--- config.mk ---
export PLATFORM = sky130hd
export DESIGN_NAME = bcd_adder_flat
export DESIGN_NICKNAME = d
export VERILOG_FILES = /design/src/rtl/bcd_pkg.sv /design/src/rtl/bcd_adder_if.sv /design/src/rtl/bcd_digit_add.sv /design/src/rtl/bcd_adder.sv /design/src/flat_wrapper.sv
export SDC_FILE = /design/constraint.sdc
export NUM_CORES = 1
export LEC_CHECK = 0
export BUFFER_PORTS_ARGS = -buffer_cell sky130_fd_sc_hd__buf_2
export CAP_MARGIN = 20
export CELL_PAD_IN_SITES_DETAIL_PLACEMENT = 1
export CELL_PAD_IN_SITES_GLOBAL_PLACEMENT = 2
export CORE_ASPECT_RATIO = 1.5
export CORE_MARGIN = 2
export CORE_UTILIZATION = 25
export CTS_CLUSTER_SIZE = 20
export DETAILED_ROUTE_END_ITERATION = 6
export PLACE_DENSITY_LB_ADDON = 0.1
export SYNTH_ARGS = -nofsm -noshare
export SYNTH_HDL_FRONTEND = slang
export SYNTH_SLANG_ARGS = --single-unit
export TNS_END_PERCENT = 10
--- constraint.sdc ---
create_clock -name clk -period 0.8 [get_ports clk]
set_input_delay 0.08 -clock clk [delete_from_list [all_inputs] [get_ports clk]]
set_output_delay 0.08 -clock clk [all_outputs]
set_load 0.02 [all_outputs]
--- src/rtl/bcd_pkg.sv ---
// ---------------------------------------------------------------------------
// bcd_pkg
// Shared constants and types for the packed-BCD adder datapath.
//   BCD_DIGIT_W : width of one BCD digit
//   BCD_MAX     : largest legal decimal digit value
//   BCD_CORR    : correction added to a binary digit sum that exceeds BCD_MAX
//   bcd_digit_t : one 4-bit BCD digit
// ---------------------------------------------------------------------------
package bcd_pkg;

   localparam int BCD_DIGIT_W = 4;
   localparam int BCD_MAX     = 9;
   localparam int BCD_CORR    = 6;

   typedef logic [BCD_DIGIT_W-1:0] bcd_digit_t;

endpackage : bcd_pkg

--- src/rtl/bcd_adder_if.sv ---
// ---------------------------------------------------------------------------
// bcd_adder_if
// Operand/result bundle of the registered BCD adder.
//   in_valid  : operands a/b/cin are valid this cycle
//   a, b      : packed BCD operands, digit 0 in bits [3:0]
//   cin       : decimal carry-in to digit 0
//   out_valid : sum/cout/err hold a new result this cycle
//   sum       : packed BCD sum
//   cout      : decimal carry-out of the most significant digit
//   err       : a sampled operand digit was greater than 9
//
// Handshake: valid-only, no ready. An edge with in_valid=1 always accepts the
// operands; out_valid is then high for exactly the following cycle. The
// consumer must take every out_valid pulse, there is no way to stall.
//
// Modports: master drives operands (producer/testbench), slave is the adder.
// ---------------------------------------------------------------------------
interface bcd_adder_if
   import bcd_pkg::*;
#(
   parameter int DIGITS = 1
) ();

   logic                          in_valid;
   logic [BCD_DIGIT_W*DIGITS-1:0] a;
   logic [BCD_DIGIT_W*DIGITS-1:0] b;
   logic                          cin;
   logic                          out_valid;
   logic [BCD_DIGIT_W*DIGITS-1:0] sum;
   logic                          cout;
   logic                          err;

   modport master (
      output in_valid, a, b, cin,
      input  out_valid, sum, cout, err
   );

   modport slave (
      input  in_valid, a, b, cin,
      output out_valid, sum, cout, err
   );

endinterface : bcd_adder_if

--- src/rtl/bcd_digit_add.sv ---
// ---------------------------------------------------------------------------
// bcd_digit_add
// Purely combinational single-digit BCD adder with +6 correction.
//   a, b : input digits (values 10..15 are tolerated but flagged)
//   cin  : carry from the next lower digit
//   sum  : corrected digit sum
//   cout : carry to the next higher digit
//   bad  : a or b is not a legal BCD digit
// ---------------------------------------------------------------------------
module bcd_digit_add
   import bcd_pkg::*;
(
   input  bcd_digit_t a,
   input  bcd_digit_t b,
   input  logic       cin,
   output bcd_digit_t sum,
   output logic       cout,
   output logic       bad
);

   // Raw binary digit sum; 5 bits covers 15+15+1.
   logic [BCD_DIGIT_W:0] t;

   always_comb begin
      t    = {1'b0, a} + {1'b0, b} + {{BCD_DIGIT_W{1'b0}}, cin};
      sum  = t[BCD_DIGIT_W-1:0];
      cout = 1'b0;
      if (t > (BCD_DIGIT_W+1)'(BCD_MAX)) begin
         // (t + 6) mod 16 only depends on the low nibble of t.
         sum  = t[BCD_DIGIT_W-1:0] + BCD_DIGIT_W'(BCD_CORR);
         cout = 1'b1;
      end
   end

   assign bad = (a > BCD_DIGIT_W'(BCD_MAX)) || (b > BCD_DIGIT_W'(BCD_MAX));

endmodule : bcd_digit_add

--- src/rtl/bcd_adder.sv ---
// ---------------------------------------------------------------------------
// bcd_adder
// Registered multi-digit packed-BCD adder, one addition per cycle, one cycle
// of latency.
//   DIGITS : number of BCD digits per operand (1..8); must match bus.DIGITS
//   clk    : rising-edge clock
//   rst    : asynchronous active-high reset, clears all outputs at once
//   bus    : bcd_adder_if slave (operands in, registered result out)
// ---------------------------------------------------------------------------
module bcd_adder
   import bcd_pkg::*;
#(
   parameter int DIGITS = 1
) (
   input  logic        clk,
   input  logic        rst,
   bcd_adder_if.slave  bus
);

   localparam int W = BCD_DIGIT_W * DIGITS;

   logic [DIGITS:0]   carry;
   logic [DIGITS-1:0] bad;
   logic [W-1:0]      sum_d;
   logic              cout_d;
   logic              err_d;

   logic [W-1:0]      sum_q;
   logic              cout_q;
   logic              err_q;
   logic              out_valid_q;

   assign carry[0] = bus.cin;

   // Carry ripples through all digits within the cycle.
   for (genvar i = 0; i < DIGITS; i++) begin : g_digit
      bcd_digit_add u_digit (
         .a    (bus.a[i*BCD_DIGIT_W +: BCD_DIGIT_W]),
         .b    (bus.b[i*BCD_DIGIT_W +: BCD_DIGIT_W]),
         .cin  (carry[i]),
         .sum  (sum_d[i*BCD_DIGIT_W +: BCD_DIGIT_W]),
         .cout (carry[i+1]),
         .bad  (bad[i])
      );
   end

   assign cout_d = carry[DIGITS];
   assign err_d  = |bad;

   // Result registers only load on accepted operands so they hold between
   // transactions; out_valid follows in_valid with one cycle of delay.
   always_ff @(posedge clk or posedge rst) begin
      if (rst) begin
         sum_q       <= '0;
         cout_q      <= 1'b0;
         err_q       <= 1'b0;
         out_valid_q <= 1'b0;
      end else begin
         out_valid_q <= bus.in_valid;
         if (bus.in_valid) begin
            sum_q  <= sum_d;
            cout_q <= cout_d;
            err_q  <= err_d;
         end
      end
   end

   assign bus.sum       = sum_q;
   assign bus.cout      = cout_q;
   assign bus.err       = err_q;
   assign bus.out_valid = out_valid_q;

endmodule : bcd_adder

--- src/flat_wrapper.sv ---
// flat-port wrapper written by rule: the top's interface ports become plain ports
module bcd_adder_flat import bcd_pkg::*;
#(
   parameter int DIGITS = 1
)
  (clk, rst, bus_in_valid, bus_a, bus_b, bus_cin, bus_out_valid, bus_sum, bus_cout, bus_err);
  bcd_adder_if #(.DIGITS(DIGITS)) bus_i ();
  input  logic clk;
  input  logic rst;
  input wire logic [$bits(bus_i.in_valid)-1:0] bus_in_valid;
  input wire logic [$bits(bus_i.a)-1:0] bus_a;
  input wire logic [$bits(bus_i.b)-1:0] bus_b;
  input wire logic [$bits(bus_i.cin)-1:0] bus_cin;
  output wire logic [$bits(bus_i.out_valid)-1:0] bus_out_valid;
  output wire logic [$bits(bus_i.sum)-1:0] bus_sum;
  output wire logic [$bits(bus_i.cout)-1:0] bus_cout;
  output wire logic [$bits(bus_i.err)-1:0] bus_err;
  assign bus_i.in_valid = bus_in_valid;
  assign bus_i.a = bus_a;
  assign bus_i.b = bus_b;
  assign bus_i.cin = bus_cin;
  assign bus_out_valid = bus_i.out_valid;
  assign bus_sum = bus_i.sum;
  assign bus_cout = bus_i.cout;
  assign bus_err = bus_i.err;
  bcd_adder #(.DIGITS(DIGITS)) u_core (.clk(clk), .rst(rst), .bus(bus_i));
endmodule
==> results.md <==
| Quantity | This run |
| --- | --- |
| Clock tree from TritonCTS | yes |
| Sequential cell area fraction in the yosys report | 30.4% |
| Type of the setup path with the least slack | in -> reg |
| Post-synth top cells | 7 x sky130_fd_sc_hd__dfrtp_1, 6 x sky130_fd_sc_hd__nor2_1, 5 x sky130_fd_sc_hd__inv_1, 4 x sky130_fd_sc_hd__ha_1 |
| Final Critical Period | 1.88 ns |
| Top_reg_cell synth | sky130_fd_sc_hd__dfrtp_1 |
| Pre-Repair DR Iteration Count | 2 |
| Max Fanout on Critical Path | 5 |
| Standard-cell rows | 21 |
| Overall die width | 43.2 um |
| Number of levels the H-tree was split into | 1 |
| Initial Utilization | 26.1% |
| Detailed placer's ending HPWL | 1460 um |
| ANT cells | 0 |
| Transition time of the tightest slew-check pin | 0.280 ns |
| Die outline area | 2720 um2 |
| Outcome | finished, violations left |
| Syn nets | 79 |
| Setup TNS | -4.52 ns |
| Yosys synthesis warning count | 0 |
| Final std cells w/o fill | 125 |
| Met3 wire length | 48 um |
| Max clock buf depth | 2 |
| Die boundary height | 62.8 um |
| Final setup viols | 11 |
| Routed vias/inst | 4.94 |
| Max stage delay cell, worst path | sky130_fd_sc_hd__fa_2 |
| Routability-driven placement congestion ratio | 0.709 |
| Post-Syn Instances | 61 |
| Maximum ir drop on the vdd rail | 0.000591 V |
| Top achievable clock speed | 0.532 GHz |
| Drt total wl | 1710 um |
| Maximum cell stage delay along the critical path | 0.40 ns |
| Final max-slew violation count | 0 |
| Port buffer count | 18 |
| Count of flip-flops with a built-in enable after synthesis | 0 |
| Pin count of the biggest net entering global routing | 8 |
| Number of max-cap violations | 0 |
| Avg Cell Area, Syn | 9.46 um2 |
| Number of global-route vias before repair | 678 |
| Layout cell share with drive strength beyond 1 | 57.8% |
| Antenna violations before repair | 0 |
| Placed cell area | 847 um2 |
| Cell-internal power | 1.05 mW |
| CP startpoint kind | input port |
| Ranking of synthesized cells by area | sky130_fd_sc_hd__dfrtp_1 30%, sky130_fd_sc_hd__ha_1 8.7%, sky130_fd_sc_hd__fa_1 6.9% |
| Drt first-iter violations | 7 |
| Routed length per placed instance | 13.7 um |
| Crit. End Element | register |
| Dominant cell type by count on the critical path | sky130_fd_sc_hd__fa_2 |
| Max transition margin | 81.3% |
| Library cell occupying the most area in the post-synthesis netlist | sky130_fd_sc_hd__dfrtp_1 |
| Post-synth cell types | 32 |
| Area Overhead vs Synth | 67.2% |
| Clock latency reported for the late side of the worst-skew pair | 0.26 ns |
| Core outline area | 2210 um2 |
| Power share of the clock group | 19.6% |
| Dominant delay contributor by cell family on the critical path | adder cells |
| Violations in the final reports | negative setup slack |
| Final core utilization | 43.7% |
| Net switching power of the design | 0.642 mW |
| Wire length on met1 | 618 um |
| Net Sw Frac | 37.9% |
| Share of async-settable or async-resettable flops after synthesis | 100% |
| Comb power frac | 53.2% |
| Unrepaired setup endpoints after global routing | yes |
| Post-synth top area share | 30.4% |
| Total number of vias | 618 |
| Total GRT Usage | 15.0% |
| CTS Root Cell | sky130_fd_sc_hd__clkbuf_4 |
| Final total power | 1.69 mW |
| Arrival time worst endpoint | 2.07 ns |
| Cell Area, Synth | 577 um2 |
| Hold Path Class | in -> reg |
| Post-layout worst setup margin | -1.08 ns |
| Number of buffers added by the clock tree synthesis step | 3 |
| Period utilisation layout | 235% |
| Flop and latch count out of synthesis | 7 |
| Post-placement cell count | 119 |
| Highest Signal Layer | met4 |
| Number of buffers and inverters on the critical path | 1 |
| Net count reported at finish | 121 |
| Cell-by-cell trace of the critical path | buf_6 -> fa_2 -> fa_2 -> xnor2_4 -> ha_4 -> nor2b_4 -> and3_4 -> or4_1 -> nand3_1 |
| Remaining antenna violation count after routing | 0 |
| Final instance area | 965 um2 |
| Leftover overflow at the end of global routing | 0 |
| Number of placed I/O pins | 19 |
| Sequential group share of total power | 27.2% |
| Leak | 0.455 nW |
| Wire length of the first global-routing pass | 2970 um |
| Routed wire length on met2 | 1010 um |
| Final hold violation count | 0 |
| Total clock sinks | 7 |
| Number of remaining DRC errors | 0 |
| Most repeated cell in the gate-level netlist after synthesis | sky130_fd_sc_hd__dfrtp_1 |
| Reg clk slew, reported paths | 0.06 ns |
| Largest clock skew in the final design | 0 ns |
| PD cells | 1760 nW/um2 |
| Critical path required time | 0.99 ns |
[cell type report]
cell class,instances,area [um2]
inverters,5,18.8
multi-input cells,48,465
fillers,270,1240
clock buffers,3,22.5
repair buffers,38,249
flip-flops and latches,7,175
clock inverters,1,5.00
well taps,23,28.8
[metal layers]
metal / up-vias / track usage, %
met4: 0 / 10.2
li1: 311 / -
met5: - / 0
met3: 2 / 2.02
met1: 291 / 14.5
met2: 14 / 27.6
[placed cells by master (no fill, tap or decap), drive strengths merged, types with 2 or more instances in the layout]
cell	synthesis	layout
a21oi	3	3
fa	2	2
inv	5	5
a211oi	3	3
dfrtp	7	7
a31oi	3	3
clkbuf	0	3
nor2	6	6
buf	1	37
nand2	2	2
nor2b	2	2
nand3	3	3
ha	4	4
o2111ai	2	2
o21ai	3	3
[registers in the layout (all words and copies together) (netlist names)]
name and flops:
u_core.bus.sum 4, u_core.bus.cout 1, u_core.bus.err 1, u_core.bus.out_valid 1
[through the flow]
| stage | hold WS [ns] | setup WS, ns |
|---|---|---|
| 2_1_floorplan | -0.117 | -1.24 |
| 3_3_place_gp | 0.0213 | -1.43 |
| 3_5_place_dp | 0.0276 | -1.46 |
| 4_1_cts | 0.104 | -1.09 |
| 5_1_grt | 0.108 | -1.17 |
| 6_report | 0.112 | -1.08 |
[power groups by stage]
stage	combinational, mW	sequential [mW]	clock (mW)
floorplan	0.378	0.563	0
global placement	0.765	0.463	0
detailed placement	0.781	0.470	0
CTS	0.866	0.464	0.350
global route	0.982	0.472	0.381
finish	0.902	0.460	0.333
[final timing paths]
| check | start | endpoint | slack, ns | cells after the start |
|---|---|---|---|---|
| max | bus_cin | u_core.bus.sum[1]$_DFFE_PP0P_ | -1.08 | 9 |
| min | bus_in_valid | u_core.bus.out_valid$_DFF_PP0_ | 0.11 | 2 |
| max reg2reg | u_core.bus.sum[1]$_DFFE_PP0P_ | u_core.bus.sum[1]$_DFFE_PP0P_ | -0.07 | 3 |
| min reg2reg | u_core.bus.sum[0]$_DFFE_PP0P_ | u_core.bus.sum[0]$_DFFE_PP0P_ | 0.53 | 1 |
| max in group asynchronous | rst | u_core.bus.sum[3]$_DFFE_PP0P_ | 0.30 | 3 |
| min in group asynchronous | rst | u_core.bus.cout$_DFFE_PP0P_ | 0.29 | 3 |
[what timing repair did]
item	CTS	global route
hold buffers	1	0
pin swaps	9	1
gates resized for setup	8	4
endpoints found under the setup margin	11	11
buffers inserted	1	0
endpoints found under the hold margin	7	0
[kinds of logic (layout without fill, tap and decap cells)]
group | after synthesis | after routing | share of synthesized area [%]
AO/OA/AOI/OAI | 20 | 20 | 25.2
XOR/XNOR | 1 | 1 | 1.52
adder cells (fa/ha/maj) | 6 | 6 | 15.6
buffers and inverters | 6 | 47 | 4.56
flip-flops | 7 | 7 | 30.4
multiplexers | 2 | 2 | 3.69
AND/OR/NAND/NOR | 19 | 19 | 19.1
Note: power is estimated with default switching activity, not from simulation.
